$ cat config.mk
export PLATFORM = sky130hd
export DESIGN_NAME = range_match_tree_param
export DESIGN_NICKNAME = d
export VERILOG_FILES = /design/src/rtl/pkt_cls_pkg.sv /design/src/rtl/rmt_level.sv /design/src/rtl/range_match_tree_param.sv
export SDC_FILE = /design/constraint.sdc
export NUM_CORES = 2
export LEC_CHECK = 0
export ABC_AREA = 0
export CORE_ASPECT_RATIO = 0.6
export CORE_MARGIN = 3
export CORE_UTILIZATION = 62
export DETAILED_ROUTE_END_ITERATION = 8
export MAX_ROUTING_LAYER = met4
export PLACE_DENSITY = 0.86
export SYNTH_ARGS = -nofsm -noshare
export SYNTH_HDL_FRONTEND = slang
export SYNTH_SLANG_ARGS = --single-unit
$ cat constraint.sdc
create_clock -name clk -period 42.2 [get_ports clk]
set_input_delay 12.66 -clock clk [delete_from_list [all_inputs] [get_ports clk]]
set_output_delay 12.66 -clock clk [all_outputs]
set_load 0.05 [all_outputs]
$ cat src/rtl/pkt_cls_pkg.sv
// Shared classifier types: field/rule-ID defaults, set and config width helpers, commit states, cfg_sel codes.
// Latency: none, declarations only.
// Backpressure: none, declarations only.
package pkt_cls_pkg;

  localparam int DEF_FIELD_WIDTH   = 32;
  localparam int DEF_NUM_RULE_ID   = 8;
  localparam int DEF_RULE_ID_WIDTH = 3;

  // cfg_sel encodings
  localparam logic CFG_SEL_NODE = 1'b0;
  localparam logic CFG_SEL_LEAF = 1'b1;

  typedef enum logic [1:0] {
    ST_IDLE  = 2'd0,
    ST_DRAIN = 2'd1,
    ST_SWAP  = 2'd2
  } commit_state_t;

  // Width of one rule-ID set: every slot is {valid, id}.
  function automatic int set_w(input int num_rule_id, input int rule_id_width);
    return num_rule_id * (1 + rule_id_width);
  endfunction

  // Config write data must hold either a threshold or a leaf set.
  function automatic int cfg_dw(input int field_width, input int set_width);
    return (field_width > set_width) ? field_width : set_width;
  endfunction

endpackage

$ cat src/rtl/rmt_level.sv
// One compare level of the range-match tree: holds 2^LEVEL active/shadow thresholds, steers the token.
// Latency: 1 cycle, token registered.
// Backpressure: none; the level never stalls, admission is gated upstream.
module rmt_level
  import pkt_cls_pkg::*;
#(
  parameter int FIELD_WIDTH = DEF_FIELD_WIDTH,
  parameter int LEVELS      = 4,
  parameter int LEVEL       = 0,
  parameter int CFG_DW      = DEF_FIELD_WIDTH
) (
  input  logic                   clk,
  input  logic                   reset,
  input  logic                   prev_vld,
  input  logic [FIELD_WIDTH-1:0] prev_key,
  input  logic [LEVELS-1:0]      prev_idx,
  input  logic                   cfg_we,
  input  logic                   cfg_sel,
  input  logic [LEVELS-1:0]      cfg_addr,
  input  logic [CFG_DW-1:0]      cfg_wdata,
  input  logic                   swap,
  output logic                   vld,
  output logic [FIELD_WIDTH-1:0] key,
  output logic [LEVELS-1:0]      idx
);

  localparam int NODES = 1 << LEVEL;
  localparam int BASE  = NODES - 1;   // heap index of this level's first node

  logic [FIELD_WIDTH-1:0] act_thr [NODES];
  logic [FIELD_WIDTH-1:0] shd_thr [NODES];
  logic [FIELD_WIDTH-1:0] thr;
  logic                   go_right;

  // Select the active threshold of the node the token currently sits on.
  always_comb begin
    thr = '0;
    for (int n = 0; n < NODES; n++) begin
      if (prev_idx == LEVELS'(n)) thr = act_thr[n];
    end
  end

  assign go_right = (prev_key >= thr);

  // Shadow writes land in any state; swap copies the pre-edge shadow image.
  always_ff @(posedge clk) begin
    if (reset) begin
      for (int n = 0; n < NODES; n++) begin
        act_thr[n] <= '0;
        shd_thr[n] <= '0;
      end
    end else begin
      for (int n = 0; n < NODES; n++) begin
        if (cfg_we && (cfg_sel == CFG_SEL_NODE) && (cfg_addr == LEVELS'(BASE + n)))
          shd_thr[n] <= cfg_wdata[FIELD_WIDTH-1:0];
        if (swap)
          act_thr[n] <= shd_thr[n];
      end
    end
  end

  // Advance the token one level, appending this level's branch bit to the index.
  always_ff @(posedge clk) begin
    if (reset) begin
      vld <= 1'b0;
      key <= '0;
      idx <= '0;
    end else begin
      vld <= prev_vld;
      key <= prev_key;
      idx <= (prev_idx << 1) | LEVELS'(go_right);
    end
  end

endmodule

$ cat src/rtl/range_match_tree_param.sv
// Pipelined range-match tree: key -> LEVELS threshold compares -> leaf rule-ID set; optional hit counters (RMT_HIT_COUNT_EN).
// Latency: LEVELS+2 cycles from acceptance to out_valid; one lookup per cycle.
// Backpressure: in_ready drops during a commit (drain + swap); an offered key is held upstream until accepted.
module range_match_tree_param
  import pkt_cls_pkg::*;
#(
  parameter int FIELD_WIDTH   = DEF_FIELD_WIDTH,
  parameter int NUM_RULE_ID   = DEF_NUM_RULE_ID,
  parameter int RULE_ID_WIDTH = DEF_RULE_ID_WIDTH,
  parameter int LEVELS        = 4,
  localparam int SET_W  = set_w(NUM_RULE_ID, RULE_ID_WIDTH),
  localparam int CFG_DW = cfg_dw(FIELD_WIDTH, SET_W)
) (
  input  logic                 clk,
  input  logic                 reset,
  input  logic [FIELD_WIDTH:0] in,
  output logic                 in_ready,
  output logic [SET_W-1:0]     out,
  output logic                 out_valid,
  input  logic                 cfg_we,
  input  logic                 cfg_sel,
  input  logic [LEVELS-1:0]    cfg_addr,
  input  logic [CFG_DW-1:0]    cfg_wdata,
  input  logic                 cfg_commit,
  output logic                 cfg_busy
`ifdef RMT_HIT_COUNT_EN
  ,
  input  logic [LEVELS-1:0]    stat_addr,
  output logic [15:0]          stat_data,
  input  logic                 stat_clear
`endif
);

  localparam int NUM_LEAVES = 1 << LEVELS;

  commit_state_t state, state_nxt;
  logic swap;
  logic pipe_busy;

  logic                   ir_vld;
  logic [FIELD_WIDTH-1:0] ir_key;

  logic                   s_vld [LEVELS];
  logic [FIELD_WIDTH-1:0] s_key [LEVELS];
  logic [LEVELS-1:0]      s_idx [LEVELS];

  logic [SET_W-1:0] act_leaf [NUM_LEAVES];
  logic [SET_W-1:0] shd_leaf [NUM_LEAVES];

  logic              leaf_vld;
  logic [LEVELS-1:0] leaf_idx;
  logic              unused_last_key;

  assign leaf_vld        = s_vld[LEVELS-1];
  assign leaf_idx        = s_idx[LEVELS-1];
  assign unused_last_key = ^s_key[LEVELS-1];

  // Any valid token in the input register or a compare level keeps a commit draining.
  always_comb begin
    pipe_busy = ir_vld;
    for (int l = 0; l < LEVELS; l++) pipe_busy = pipe_busy | s_vld[l];
  end

  // Commit state register.
  always_ff @(posedge clk) begin
    if (reset) state <= ST_IDLE;
    else       state <= state_nxt;
  end

  // Commit next-state and outputs; commits arriving while busy merge into the pending one.
  always_comb begin
    state_nxt = state;
    in_ready  = 1'b0;
    cfg_busy  = 1'b1;
    swap      = 1'b0;
    case (state)
      ST_IDLE: begin
        in_ready = 1'b1;
        cfg_busy = 1'b0;
        if (cfg_commit) state_nxt = ST_DRAIN;
      end
      ST_DRAIN: begin
        if (!pipe_busy) state_nxt = ST_SWAP;
      end
      ST_SWAP: begin
        swap      = 1'b1;
        state_nxt = ST_IDLE;
      end
      default: state_nxt = ST_IDLE;
    endcase
  end

  // Input register: only a key offered while idle enters the tree.
  always_ff @(posedge clk) begin
    if (reset) begin
      ir_vld <= 1'b0;
      ir_key <= '0;
    end else begin
      ir_vld <= in[FIELD_WIDTH] && in_ready;
      ir_key <= in[FIELD_WIDTH-1:0];
    end
  end

  for (genvar l = 0; l < LEVELS; l++) begin : g_level
    if (l == 0) begin : g_root
      rmt_level #(
        .FIELD_WIDTH(FIELD_WIDTH), .LEVELS(LEVELS), .LEVEL(0), .CFG_DW(CFG_DW)
      ) u_level (
        .clk(clk), .reset(reset),
        .prev_vld(ir_vld), .prev_key(ir_key), .prev_idx(LEVELS'(0)),
        .cfg_we(cfg_we), .cfg_sel(cfg_sel), .cfg_addr(cfg_addr), .cfg_wdata(cfg_wdata),
        .swap(swap),
        .vld(s_vld[0]), .key(s_key[0]), .idx(s_idx[0])
      );
    end else begin : g_inner
      rmt_level #(
        .FIELD_WIDTH(FIELD_WIDTH), .LEVELS(LEVELS), .LEVEL(l), .CFG_DW(CFG_DW)
      ) u_level (
        .clk(clk), .reset(reset),
        .prev_vld(s_vld[l-1]), .prev_key(s_key[l-1]), .prev_idx(s_idx[l-1]),
        .cfg_we(cfg_we), .cfg_sel(cfg_sel), .cfg_addr(cfg_addr), .cfg_wdata(cfg_wdata),
        .swap(swap),
        .vld(s_vld[l]), .key(s_key[l]), .idx(s_idx[l])
      );
    end
  end

  // Leaf set tables: shadow written any time, copied to active on the swap edge.
  always_ff @(posedge clk) begin
    if (reset) begin
      for (int n = 0; n < NUM_LEAVES; n++) begin
        act_leaf[n] <= '0;
        shd_leaf[n] <= '0;
      end
    end else begin
      if (cfg_we && (cfg_sel == CFG_SEL_LEAF))
        shd_leaf[cfg_addr] <= cfg_wdata[SET_W-1:0];
      if (swap) begin
        for (int n = 0; n < NUM_LEAVES; n++) act_leaf[n] <= shd_leaf[n];
      end
    end
  end

  // Output register: the reached leaf's set verbatim, zero for an empty slot.
  always_ff @(posedge clk) begin
    if (reset) begin
      out       <= '0;
      out_valid <= 1'b0;
    end else begin
      out_valid <= leaf_vld;
      out       <= leaf_vld ? act_leaf[leaf_idx] : '0;
    end
  end

`ifdef RMT_HIT_COUNT_EN
  logic [15:0] hit_cnt [NUM_LEAVES];

  // Per-leaf saturating hit counters, bumped as each result is registered.
  always_ff @(posedge clk) begin
    if (reset || stat_clear) begin
      for (int n = 0; n < NUM_LEAVES; n++) hit_cnt[n] <= '0;
    end else if (leaf_vld && (hit_cnt[leaf_idx] != 16'hFFFF)) begin
      hit_cnt[leaf_idx] <= hit_cnt[leaf_idx] + 16'd1;
    end
  end

  // Registered statistics read port.
  always_ff @(posedge clk) begin
    if (reset) stat_data <= '0;
    else       stat_data <= hit_cnt[stat_addr];
  end
`endif

endmodule
==> results.yml <==
run_status:
  status: "completed"
yosys:
  syn-mean-instance-area_sq_um: 15.39
  seq_area_frac_synth_pct: 72.77
  syn-num-nets: 5840
  syn-cell-area_sq_mm: 0.08677
  synth_cell_types: 47
  netlist_instances: 5638
  yosysWarnings: 0
  ys_seq_elements: 2162
drt:
  dr_total_vias: 46290
  vias_per_cell: 6.061
  drc_errors: 0
  finalWirelength_mm: 192.2
  drt_iter0_drc: 6542
  firstDrtPassIters: 6
  ant_nets: 0
  wl_per_cell_um: 25.16
timing:
  fmax_ghz: 0.05864
  max_slew_margin_pct: 12.52
  final_hold_viol_count: 0
  max_slew.worst_pin.slew_ns: 1.312
  fin_crit_sh_pct: 40.41
  setup_viol: 0
  finClkSkew_ns: 0.03862
  rsz0062_at_grt: "false"
  tns_ns: 0
  report.final.slew_viol_count: 0
  period_minus_slack_ns: 17.05
pwr:
  power.leakage_nw: 34.02
  total_power_mw: 4.426
  peakVddDrop_mv: 0.03232
  power.density_mw_per_mm2: 46.38
critical_path:
  r2r_start: "g_level[2].g_inner.u_level.idx[2]"
  crit_fanout: 168
  timing.rr.end: "g_level[3].g_inner.u_level.idx[0]"
  reg2regPathDepth: 15
  r2r_slack_ns: 36.56
  crit_start: "reset"
  crit_required_ns: 42.63
  cp-end-kind: "flop"
  worstSetupEndpoint: "act_leaf[3][9]"
  worstPathArrival_ns: 17.48
  start_kind: "input port"
  path_class: "in2reg"
clock_network:
  cts_root_buf: "clkbuf_16"
  cts_max_level: 4
  cts_max_path_buffers: 3
  clk_pin_slew_ns: 0.06
  cts.sink_count: 2162
  insertion_delay_ns: 0.83
  cts_buffers: 182
  cts_tree: "built"
  post-cts-setup-buffer-count: 0
  cts_hold_buf: 0
  post_cts_resize_count: 0
grt:
  grt_max_degree: 190
  grt.total_usage_pct: 27.80
  grt_pass1_wl_mm: 287.7
  antenna_found_initial: 11
  grt_overflow: 0
  first_global_vias: 47130
cells_and_area:
  layout.cells.non_filler: 7638
  fillers: 8078
  seqCellArea_sq_mm: 0.06316
  final_cell_mix: "edfxtp_1 (1984), and2_1 (1282), nor2_1 (441), nor2b_1 (403), clkbuf_16 (188)"
  final_common_cell: "edfxtp_1"
  multiInputGateArea_sq_mm: 0.02193
  postLayoutCoreUtil_pct: 69.26
  area_growth_pct: 9.997
  nNetsFinal: 5854
  design_area_sq_mm: 0.09544
  drive_above_1_share_pct: 10.62
floorplanning:
  die_area_sq_mm: 0.1446
  row_count: 105
  fp.dieH_um: 295.8
  core_area_sq_mm: 0.1378
  chipWidth_um: 489.0
  start_util_pct: 62.96
  pin_count: 109
hold_path:
  worstHoldStart: "ir_key[0]"
  hp-class: "reg2reg"
placement:
  dp_hpwl_mm: 110.1
  dpl_cell_area_sq_mm: 0.08954
  port_buffers: 108
  dp.cells: 7287
  place_congestion: 0.8273
flow_run:
  maxCapViolations: 0
power by group:
group	internal (mW)	total (mW)	switching, mW
sequential	2.47	2.51	0.0376
combinational	0.0880	0.254	0.166
clock	0.897	1.67	0.770
worst min-delay path by stage:
stage,end,slack (ns),cells past startpoint
6_report,g_level[0].g_root.u_level.key[0],0.45,2
4_1_cts,g_level[1].g_inner.u_level.key[0],0.46,2
3_5_place_dp,g_level[0].g_root.u_level.key[0],0.45,2
3_3_place_gp,g_level[1].g_inner.u_level.key[0],0.44,2
2_1_floorplan,g_level[0].g_root.u_level.key[0],0.41,2
5_1_grt,g_level[1].g_inner.u_level.key[0],0.48,2
registers in the layout (all words and copies together), names as in the netlist:
| signal | flops |
|---|---|
| ir_vld | 1 |
| shd_leaf | 512 |
| g_level.g_inner.u_level.shd_thr | 448 |
| g_level.g_inner.u_level.vld | 3 |
| g_level.g_root.u_level.idx | 1 |
| g_level.g_inner.u_level.key | 64 |
| g_level.g_root.u_level.key | 32 |
| g_level.g_root.u_level.act_thr | 32 |
| state | 2 |
| g_level.g_inner.u_level.act_thr | 448 |
| out | 32 |
| g_level.g_root.u_level.shd_thr | 32 |
| act_leaf | 512 |
| out_valid | 1 |
| ir_key | 32 |
| g_level.g_root.u_level.vld | 1 |
| g_level.g_inner.u_level.idx | 9 |
worst max-delay path, cell delays in order:
cell and delay (ns):
buf_8 0.38, nand2b_4 0.95, buf_12 0.67, buf_4 0.74, buf_4 0.93, buf_4 0.77
synth_stat cells (all sizes together):
cell        n  area share [%]
nor3b       2           0.017
mux2       16            0.21
and4        3           0.030
nand2      72            0.31
mux2i      63            0.73
o21a       15            0.13
nand4      16            0.12
o21ai      60            0.35
a2111oi     2           0.020
o211ai     21            0.18
a211oi     19            0.16
or2        17            0.12
nor3       13           0.075
a22o       15            0.15
nor2      454             2.0
a221oi      4           0.040
buf        67            0.39
a21o       21            0.18
inv       103            0.45
nand2b     51            0.37
and2     1282             9.2
clkbuf    299             1.3
clkinv      1          0.0043
o32ai       1           0.010
edfxtp   1984              69
nand3       7           0.040
a21oi      82            0.47
or3         1          0.0072
mux4      192             5.0
a2111o      1           0.013
nor2b     404             2.9
nand4b      1           0.010
or4         1          0.0087
a41oi       1           0.010
a211o       8           0.081
o21bai      1          0.0087
o221ai      1           0.010
o22ai      22            0.16
ha        128             1.8
dfxtp     178             4.1
and3        2           0.014
a222oi      7           0.081
cells by family (layout without fill, tap and decap cells):
| group | after synthesis | after routing | synth area share, % |
|---|---|---|---|
| AOI/OAI and AO/OA | 281 | 281 | 2.061 |
| and+or+nand+nor | 2326 | 2326 | 15.24 |
| DFF | 2162 | 2162 | 72.77 |
| adders and majority gates | 128 | 128 | 1.846 |
| muxes | 271 | 271 | 5.948 |
| other | 0 | 10 | 0 |
| buffers and inverters | 470 | 641 | 2.136 |
metal layers:
layer	share of wire (%)	routed length, um	GRT usage, %
met4	2.7	5158	8.945
met5	0	0	-
met2	46	88650	41.30
met3	13	24140	5.788
met1	39	74240	39.14
per-stage QoR:
| stage | hold WS [ns] | setup WS, ns |
|---|---|---|
| 2_1_floorplan | 0.4136 | 3.541 |
| 3_3_place_gp | 0.4428 | 24.51 |
| 3_5_place_dp | 0.4505 | 24.32 |
| 4_1_cts | 0.4629 | 25.20 |
| 5_1_grt | 0.4792 | 24.81 |
| 6_report | 0.4520 | 25.15 |
final cells by class:
| cell class | count | area share, % |
|---|---|---|
| Sequential cell | 2162 | 66.17 |
| Multi-Input combinational cell | 3006 | 22.98 |
| Clock buffer | 254 | 5.350 |
| Tap cell | 1819 | 2.385 |
| Timing Repair Buffer | 196 | 1.869 |
| Clock inverter | 87 | 0.8062 |
| Inverter | 104 | 0.4090 |
| Antenna cell | 10 | 0.02622 |
Note: power is estimated with default switching activity, not from simulation.
